$ cat src/rtl/arb_pkg.sv
// arb_pkg: shared definitions for the round-robin arbiter.
//   arb_state_e    - FSM state encoding (IDLE / GRANT / TURN)
//   HOLD_CNT_W     - width of the optional grant-length counter
//   onehot_to_bin  - converts a one-hot vector (up to 16 bits) to its index
package arb_pkg;

    typedef enum logic [1:0] {
        IDLE  = 2'b00,
        GRANT = 2'b01,
        TURN  = 2'b10
    } arb_state_e;

    localparam int HOLD_CNT_W = 16;

    // An all-zero input returns 0, which matches gnt_id when nobody owns the bus.
    function automatic logic [3:0] onehot_to_bin(input logic [15:0] oh);
        logic [3:0] bin;
        bin = '0;
        for (int i = 0; i < 16; i++) begin
            if (oh[i]) begin
                bin = bin | 4'(i);
            end
        end
        return bin;
    endfunction

endpackage

$ cat src/rtl/rr_pick.sv
// rr_pick: combinational round-robin selector.
//   req     [N-1:0]     request vector
//   rr_ptr  [ID_W-1:0]  index that currently has the highest priority
//   any                 at least one request is present
//   pick_id [ID_W-1:0]  first requester found searching rr_ptr, rr_ptr+1, ... (mod N)
module rr_pick #(
    parameter int N = 4,
    localparam int ID_W = $clog2(N)
) (
    input  logic [N-1:0]    req,
    input  logic [ID_W-1:0] rr_ptr,
    output logic            any,
    output logic [ID_W-1:0] pick_id
);

    logic [2*N-1:0] dbl_req;
    logic [2*N-1:0] prio_mask;
    logic [2*N-1:0] masked;
    int             first_idx;

    // The request vector is duplicated so the wrap-around search becomes a
    // plain lowest-set-bit search above rr_ptr. The upper copy is unmasked,
    // so whenever any request exists a hit is always found.
    assign dbl_req   = {req, req};
    assign prio_mask = ~(((2*N)'(1) << rr_ptr) - (2*N)'(1));
    assign masked    = dbl_req & prio_mask;
    assign any       = |req;

    always_comb begin
        first_idx = 0;
        for (int j = 2*N-1; j >= 0; j--) begin
            if (masked[j]) begin
                first_idx = j;
            end
        end
    end

    assign pick_id = (first_idx >= N) ? ID_W'(first_idx - N) : ID_W'(first_idx);

endmodule

$ cat src/rtl/rr_arbiter.sv
// rr_arbiter: N-way round-robin arbiter, registered one-hot grant, owner holds
// the grant until it drops its request, followed by one turnaround cycle.
//   clk, rst      clock; asynchronous active-high reset
//   req [N-1:0]   request vector, held high for the whole transaction
//   gnt [N-1:0]   registered one-hot grant, zero when no owner
//   gnt_valid     registered OR of gnt
//   gnt_id        registered binary owner index, 0 when no owner
//   busy          high while in GRANT or TURN
//   hold_expired  one-cycle pulse when a grant is forcibly ended
// Build option ARB_TIMEOUT_EN: grants are limited to MAX_HOLD cycles. Without
// it there is no hold counter and grants last as long as the owner requests.
//
// state | meaning
// ------+-----------------------------------------------------------
// IDLE  | no owner; arbitrates on the next edge if any req is high
// GRANT | owner locked; other requests ignored until owner releases
// TURN  | mandatory one-cycle gap with gnt low before returning to IDLE
module rr_arbiter
    import arb_pkg::*;
#(
    parameter int N        = 4,
    parameter int MAX_HOLD = 16,
    localparam int ID_W    = $clog2(N)
) (
    input  logic            clk,
    input  logic            rst,
    input  logic [N-1:0]    req,
    output logic [N-1:0]    gnt,
    output logic            gnt_valid,
    output logic [ID_W-1:0] gnt_id,
    output logic            busy,
    output logic            hold_expired
);

    arb_state_e      state;
    logic [ID_W-1:0] rr_ptr;
    logic            pick_any;
    logic [ID_W-1:0] pick_id;
    logic            owner_req;

    rr_pick #(.N(N)) u_pick (
        .req     (req),
        .rr_ptr  (rr_ptr),
        .any     (pick_any),
        .pick_id (pick_id)
    );

    // gnt is one-hot, so masking req with it isolates the owner's request bit.
    assign owner_req = |(req & gnt);
    assign busy      = (state != IDLE);

`ifdef ARB_TIMEOUT_EN
    logic [HOLD_CNT_W-1:0] hold_cnt;
    logic                  hold_exp_q;

    assign hold_expired = hold_exp_q;

    always_ff @(posedge clk or posedge rst) begin
        if (rst) begin
            state      <= IDLE;
            gnt        <= '0;
            gnt_valid  <= 1'b0;
            gnt_id     <= '0;
            rr_ptr     <= '0;
            hold_cnt   <= '0;
            hold_exp_q <= 1'b0;
        end else begin
            hold_exp_q <= 1'b0;
            unique case (state)
                IDLE: begin
                    if (pick_any) begin
                        state     <= GRANT;
                        gnt       <= N'(1) << pick_id;
                        gnt_valid <= 1'b1;
                        gnt_id    <= pick_id;
                        rr_ptr    <= (pick_id == ID_W'(N-1)) ? '0 : pick_id + 1'b1;
                        hold_cnt  <= '0;
                    end
                end
                GRANT: begin
                    if (!owner_req) begin
                        state     <= TURN;
                        gnt       <= '0;
                        gnt_valid <= 1'b0;
                        gnt_id    <= '0;
                    end else if (hold_cnt == HOLD_CNT_W'(MAX_HOLD - 1)) begin
                        // Preempted owner already sits behind everyone via rr_ptr.
                        state      <= TURN;
                        gnt        <= '0;
                        gnt_valid  <= 1'b0;
                        gnt_id     <= '0;
                        hold_exp_q <= 1'b1;
                    end else begin
                        hold_cnt <= hold_cnt + 1'b1;
                    end
                end
                TURN: begin
                    state <= IDLE;
                end
                default: begin
                    state     <= IDLE;
                    gnt       <= '0;
                    gnt_valid <= 1'b0;
                    gnt_id    <= '0;
                end
            endcase
        end
    end
`else
    // MAX_HOLD only matters with the timeout; its legal range (>= 2) makes this
    // constant 0, while an illegal setting shows up as a stuck-high flag.
    assign hold_expired = (MAX_HOLD < 2);

    always_ff @(posedge clk or posedge rst) begin
        if (rst) begin
            state     <= IDLE;
            gnt       <= '0;
            gnt_valid <= 1'b0;
            gnt_id    <= '0;
            rr_ptr    <= '0;
        end else begin
            unique case (state)
                IDLE: begin
                    if (pick_any) begin
                        state     <= GRANT;
                        gnt       <= N'(1) << pick_id;
                        gnt_valid <= 1'b1;
                        gnt_id    <= pick_id;
                        rr_ptr    <= (pick_id == ID_W'(N-1)) ? '0 : pick_id + 1'b1;
                    end
                end
                GRANT: begin
                    if (!owner_req) begin
                        state     <= TURN;
                        gnt       <= '0;
                        gnt_valid <= 1'b0;
                        gnt_id    <= '0;
                    end
                end
                TURN: begin
                    state <= IDLE;
                end
                default: begin
                    state     <= IDLE;
                    gnt       <= '0;
                    gnt_valid <= 1'b0;
                    gnt_id    <= '0;
                end
            endcase
        end
    end
`endif

endmodule

$ cat config.mk
export PLATFORM = sky130hd
export DESIGN_NAME = rr_arbiter
export DESIGN_NICKNAME = d
export VERILOG_FILES = /design/src/rtl/arb_pkg.sv /design/src/rtl/rr_pick.sv /design/src/rtl/rr_arbiter.sv
export SDC_FILE = /design/constraint.sdc
export NUM_CORES = 1
export LEC_CHECK = 0
export CAP_MARGIN = 15
export CORE_MARGIN = 3
export CORE_UTILIZATION = 35
export CTS_CLUSTER_SIZE = 20
export DETAILED_ROUTE_END_ITERATION = 16
export SKIP_CTS_REPAIR_TIMING = 1
export SYNTH_ARGS = -nofsm -noshare
export SYNTH_HDL_FRONTEND = slang
export SYNTH_SLANG_ARGS = --single-unit
export TNS_END_PERCENT = 100
$ cat constraint.sdc
create_clock -name clk -period 1.7 [get_ports clk]
set_input_delay 0.51 -clock clk [delete_from_list [all_inputs] [get_ports clk]]
set_output_delay 0.51 -clock clk [all_outputs]
set_load 0.01 [all_outputs]
Yosys cells after proc, flatten, opt, wreduce, memory -nomap -nowiden
Index checks and enable logic that the tools add are counted. Widths: inputs -> output; s select.

Add/sub/neg operators: 3. Multipliers: 0. Divide/modulo/power cells: 0. $lt $le $gt $ge: 1. Eq/ne operators: 5. Shifts and indexed selects: 2. Multiplexer cells: 22. Bitwise gates (word level): 4. Reduce and logical (&&, ||, !) cells: 7.

Operators with widths (count): $mux 3 (8); $mux 2 (6); $pmux 4 s3 (1); $and 8x8->8 (1); $mux 4 (2); $not 8->8 (1); $reduce_or 4->1 (2); $shl 1x2->8 const A (1); $sub 8x2->8 const B (1); $pmux 2 s3 (1); $and 4x4->4 (1); $eq 2x2->1 const B (2); $ne 2x2->1 const B (2); $pmux 2 s2 (1); $reduce_and 2->1 (2); $shl 1x2->4 const A (1); $ge 3x3->1 const B (1); $pmux 1 s3 (1); $reduce_and 3->1 (1); $add 2x1->2 const B (1); $eq 2x1->1 const B (1); $logic_not 2->1 (1); $mux 1 (2); $reduce_bool 2->1 (1); 2 further kinds (2).

Flip-flop bits (word level): 11. Bits in latches: 0. RAM bits: 0. ROM bits: 0. Bits of input ports: 6. Word-level logic and storage cells: 49. Memories kept: 0.

Depth between registers and ports, before layout
Depth in word-level cells: 17. Mapped depth: 9.

By module
A second synthesis with hierarchy kept.

Cells, all modules: 73. Area, all modules: 705.7 sq um.

By module, submodules not included: rr_arbiter (instances 1, cells each 56, area each 600.6 sq um, seq. area each 275.3 sq um); rr_pick (instances 1, cells each 17, area each 105.1 sq um, seq. area each 0.0 sq um).

Worst setup path after synthesis
OpenSTA, ideal clock, no wires.

Path type: flip-flop to flip-flop. From: register rr_ptr[1]. To: register rr_ptr[1]. Library setup time: 0.128 ns. Data arrival time: 1.732 ns. Required time: 1.572 ns. Path slack: -0.159 ns. Stages on the path, launching flop included: 9. Path buffers: 0. Clock period less this slack: 1.859 ns. Path through: dfrtp_1 nor2_1 inv_1 ha_1 nand2b_2 a21oi_2 o311ai_4 ha_1 mux2_1.

Word-level cells in the longest chain between the ends: 16. Elaborated cells between the ends (all ways): 18. Classes of those cells: 3 x add/sub; 1 x order compare; 1 x eq/ne; 1 x shift; 10 x mux; 2 x bitwise.

RTL lines: from (decl) (line rr_arbiter.sv:36) `logic [ID_W-1:0] rr_ptr;`; from (signal assigned) (line rr_arbiter.sv:129) `rr_ptr <= (pick_id == ID_W'(N-1)) ? '0 : pick_id + 1'b1;`; $shl 1x2->8 * (line rr_pick.sv:25) `assign prio_mask = ~(((2*N)'(1) << rr_ptr) - (2*N)'(1));`; $sub 8x2->8 * (line rr_pick.sv:25); $not 8->8 * (line rr_pick.sv:25); $and 8x8->8 * (line rr_pick.sv:26) `assign masked = dbl_req & prio_mask;`; $mux 3 (7 in a row) (line rr_pick.sv:32) `if (masked[j]) begin`; $mux 3 * (line rr_pick.sv:32); $ge 3x3->1 / $sub 2x1->2 (equally long branches) (line rr_pick.sv:38) `assign pick_id = (first_idx >= N) ? ID_W'(first_idx - N) : ID_W'(first_idx);`; $mux 2 * (line rr_pick.sv:38); $add 2x1->2 / $eq 2x2->1 (equally long branches) (line rr_arbiter.sv:129); $mux 2 * (line rr_arbiter.sv:129).

Every way passes the cells marked *; elsewhere a longest branch is shown, timed or not. A chain may end at the register's enable or synchronous reset.

Worst setup path in the final report
From: register rr_ptr[0]. To: register rr_ptr[1].

Same word-level chain as after synthesis.

==> reports/results.ini <==
[floorplan]
core_area_um2=1590
rows=14
io_pins=15
die_h_um=48.1
start_util_pct=38.9
die-width_um=48.1
dieArea_um2=2310

[grt]
grt_pass1_wl_um=2340
grt_max_degree=12
gr-usage-all-layers_pct=14.7
antenna_found_initial=0
grt_pass1_vias=555
grt.overflow.total=0

[worst_setup_path]
crit_chain=nor2_2 -> inv_2 -> ha_4 -> nand2b_4 -> a21oi_4 -> o311ai_4 -> ha_1 -> mux2_4
r2r-start=rr_ptr[0]
cp.required_ns=1.86
cp_max_fo=3
start_kind=flip-flop
cp_num_buf_inv=1
rr_worst_depth=8
arrival_ns=2.00
crit_slowest_cell=dfrtp_1
cp_top_family=adder cells
path_class=reg -> reg
crit_path_end_kind=flip-flop
r2r_end=rr_ptr[1]
max_stage_delay_ns=0.41
rrSetupSlack_ns=-0.15

[logic_synthesis]
synth_compound_area_share_pct=29.0
syn_avg_cell_area_um2=10.9
synth_top_family_by_area=compound AO/OA/AOI/OAI gates
synthFlopType=dfrtp_1
synth_xor_area_share_pct=0
syn-cell-area_um2=621
ys_seq_area_share_pct=44.4
synthCells=57
yosys.area_share.adder_pct=6.05
yosysMostFrequentCell=dfrtp_1
synth_top_area_share_pct=44.4
yosysWarnings=0
muxShareOfSynthArea_pct=1.81
syn_nets=66
synth_cell_type_count=27
synth_commonest_cells=dfrtp_1, a22o_1, inv_1, nor2_1
synth.top_cells.by_area=dfrtp_1, a22o_1, ha_1
yosysTopAreaCell=dfrtp_1
synth-simple-area-share_pct=12.5
synthArstFlopShare_pct=100
synth-seq-cells=11
synth_edf_count=0

[finish]
finalNonFillerCells=114
area_growth_pct=72.8
postLayoutCellArea_um2=1070
final_core_util_pct=67.3
n_antenna_cell=0
layout-drive-gt1-share_pct=45.6
fin_nets=100

[sta]
rsz0062_at_grt=true
setup_viol=3
setup_slack_ns=-0.147
hold_viol=0
skew_ns=0.00303
report.final.slew_viol_count=0
fmax_mhz=541
fin_crit_ns=1.85
period_share_pct=109

[detailed_routing]
drt_iter0_drc=3
ant_nets=0
vias=537
wirelength_um=1520
wl_per_cell_um=13.3
route.detailed.drc=0
vias_per_cell=4.71
firstDrtPassIters=2

[hold_path]
hp-start=gnt_valid
hold_depth=1
hold_path_end=gnt_valid
hold_class=reg -> reg

[placed_design]
dp_cells=110
place_congestion=0.820
io_buffers=13
dp_slack_ns=-0.510
placed_cell_area_um2=925
hpwl_um=1080

[cts]
cts_sinks=11
cts_tree=yes
clk_path_buf_depth=2
cts_made_buffers=3
clk_pin_slew_worst_paths_ns=0.07
htree_levels=1
clk_latency_ns=0.27
root_buffer=clkbuf_4

[run]
cap_violations=0

[outcome]
status=finished, violations left
failed_checks=setup timing

[power_and_ir_drop]
leakage_nw=0.606
peakVddDrop_v=0.00113
power_density_nw_per_um2=1820

-- registers in the layout (all words and copies together) (netlist names) --
| name | flops |
|---|---|
| gnt | 4 |
| gnt_id | 2 |
| gnt_valid | 1 |
| rr_ptr | 2 |
| state | 2 |
-- layout make-up --
class                      instances  area, um2
inverter                           6       22.5
fill                             129        522
sequential                        11        275
multi-input combinational         38        404
clock buffer                       4       26.3
tap                               24       30.0
timing repair buffer              31        314
-- report_power, final --
group          internal (mW)  switching (mW)
clock network         0.0908          0.0858
logic                  0.736           0.594
registers              0.373          0.0697
total                   1.20           0.749
-- how the worst max path moves through the flow --
stage	cells past startpoint	endpoint	from	slack (ns)
6_report	8	rr_ptr[1]	rr_ptr[0]	-0.15
5_1_grt	8	rr_ptr[1]	rr_ptr[0]	-0.24
4_1_cts	8	rr_ptr[1]	rr_ptr[0]	-0.24
3_5_place_dp	6	rr_ptr[1]	req[2]	-0.51
3_3_place_gp	6	rr_ptr[1]	req[1]	-0.49
2_1_floorplan	8	rr_ptr[1]	rr_ptr[0]	-0.13
-- cells in the final DEF (no fill, tap or decap), types with 2 or more instances in the layout --
cell type	n
a21oi_4	2
dlymetal6s2s_1	12
nand2b_1	3
buf_4	13
inv_2	3
ha_4	2
clkbuf_4	3
inv_1	3
nand2_1	2
a22o_1	6
nor2_1	2
o21ai_2	2
dfrtp_1	11
buf_6	5
a32o_1	2
-- per-stage QoR --
step / TNS (ns) / power (mW) / hold slack, ns
after floorplan: -0.156 / 1.06 / 0.362
after global placement: -3.96 / 1.57 / 0.470
after detailed placement: -4.04 / 1.57 / 0.469
after CTS: -1.82 / 1.76 / 0.489
after global routing: -0.854 / 2.12 / 0.524
final: -0.259 / 1.95 / 0.481
-- routing by layer --
metal	vias up	share of wire [%]	global-route usage (%)
met2	12	51	23.7
met1	254	44	19.4
met4	0	0.92	8.06
met3	2	4.0	1.11
li1	269	-	-
met5	-	0	0
-- cells by family (layout without fill, tap and decap cells) --
logic type,after synthesis,count (layout)
simple gates,14,14
buf+inv,8,41
fa+ha+maj,3,3
flops,11,11
compound gates,19,19
mux,1,1
other cells,1,1
No activity file was read; power rests on OpenSTA's default activity.
==> edit, RTL diff (same settings) <==
`N` is set to 4 in 2 places; all go to 8.
--- a/src/rtl/rr_pick.sv
+++ b/src/rtl/rr_pick.sv
@@ -6,3 +6,3 @@
 module rr_pick #(
-    parameter int N = 4,
+    parameter int N = 8,
     localparam int ID_W = $clog2(N)
--- a/src/rtl/rr_arbiter.sv
+++ b/src/rtl/rr_arbiter.sv
@@ -20,3 +20,3 @@
 #(
-    parameter int N        = 4,
+    parameter int N        = 8,
     parameter int MAX_HOLD = 16,
Ports: changed (resized gnt, gnt_id and req); port bits go from 15 to 24. The function was not compared with the original's and may differ.
==> edit against the unedited design <==
The run still ends with negative setup slack left. Setup slack got worse by 0.94 ns. Synthesized area increased by 100%. Wire length increased to 2.7 times the old value. Power increased by 120%. Cell area increased by 95%. Sequential power increased by 62%. Fmax decreased by 34%. Count of clock-buffer cells in the layout decreased by 1. Combinational power increased to 2.5 times the old value. Clock skew increased by 0.011 ns. Sequential cell count increased by 6. Critical path depth increased by 4. Critical path type unchanged.
==> edit: results (changes against the unedited design) <==
Global routing
  – Met1 usage: 22.2% (+2.9 points)
  – GRT met2 Usage: 32.7% (+8.9 points)

Run status
  – Outcome: complete, but fails checks
  – Violated checks: negative setup slack

Synth
  – Synthesized area per cell: 9.51 um2 (-13%)
  – Post-Syn Nets: 147 (+120%)
  – Synth cell types: 52 (+93%)
  – Sequential-to-total area share from yosys stat: 33.9% (-10 points)

Place
  – Placed cell area: 1790 um2 (+93%)
  – Post-DP HPWL: 2920 um (+170%)
  – Port Buffers: 22 (+9)
  – Gpl congestion: 0.827 (+0.80%)

Layout
  – Final nets: 215 (+110%)
  – Layout cell share with drive strength beyond 1: 48.2% (+2.7 points)

Timing
  – Setup TNS: -13.94 ns (-13.68 ns)
  – Setup-failing EPs final: 14 (+11)
  – Setup ws final: -1.09 ns (-0.940 ns)
  – Final Skew: 0.0144 ns (+0.0113 ns)

Worst hold path
  – WHS Path Cells: 2 (+1)
  – Min-delay src: gnt_id[0]$_DFFE_PP0P_

Setup path
  – Critical path peak fanout: 6 (+3)
  – Worst r2r path cells: 12 (+4)

Power
  – P_leak: 1.13 nW (+86%)
  – Peak supply drop: 1.19 mV (+5.4%)

Detailed routing
  – Total number of vias: 1300 (+140%)
  – DR iter-0 viols: 74 (+71)
  – Wire per inst: 16.7 um (+26%)

CTS
  – Clock insertion delay at the later pin of the skew report: 0.29 ns (+0.02 ns)
-- edit: report_power, final --
| group | internal (mW) | switching (mW) |
|---|---|---|
| Combinational | 1.72 | 1.61 |
| Clock | 0.0874 | 0.130 |
| Sequential | 0.586 | 0.130 |
-- edit: logic make-up after synthesis --
kind of cell             count (synthesis)  synth area share, %
buffers and inverters                   19                 8.07
adder cells (fa/ha/maj)                  5                 4.99
AO/OA/AOI/OAI                           46                 32.6
AND/OR/NAND/NOR                         41                 17.8
other                                    1                0.299
flip-flops                              17                 33.9
XOR/XNOR                                 2                 1.40
multiplexers                             1                0.897
-- edit: layer usage --
metal | wire length (um) | vias up
met5 | 0 | -
met2 | 2140 | 33
met1 | 1760 | 637
li1 | - | 620
met4 | 105 | 0
met3 | 83 | 10
-- edit: area by class of cell --
type                            count  area (um2)
Inverter                           10        37.5
Timing Repair Buffer               72         641
Sequential cell                    17         425
Tap cell                           46        57.6
Multi-Input combinational cell     96         903
Clock buffer                        3        22.5
Fill cell                         280        1300
Clock inverter                      1        5.00
-- edit: per-stage QoR --
step	total power, mW	utilization (%)
floorplan	2.36	-
global placement	3.37	52.8
detailed placement	3.44	52.8
CTS	3.68	53.6
global route	4.60	61.7
finish	4.27	61.7
-- edit: critical path, cell delays in order, from the launching register on --
cell and delay, ns:
dfrtp_1 0.41, nor3_1 0.33, inv_1 0.13, ha_4 0.18, or3b_4 0.27, buf_4 0.14, a21oi_2 0.06, a311oi_2 0.29
o21bai_4 0.20, a21boi_4 0.09, inv_1 0.12, ha_4 0.21, mux2_2 0.26
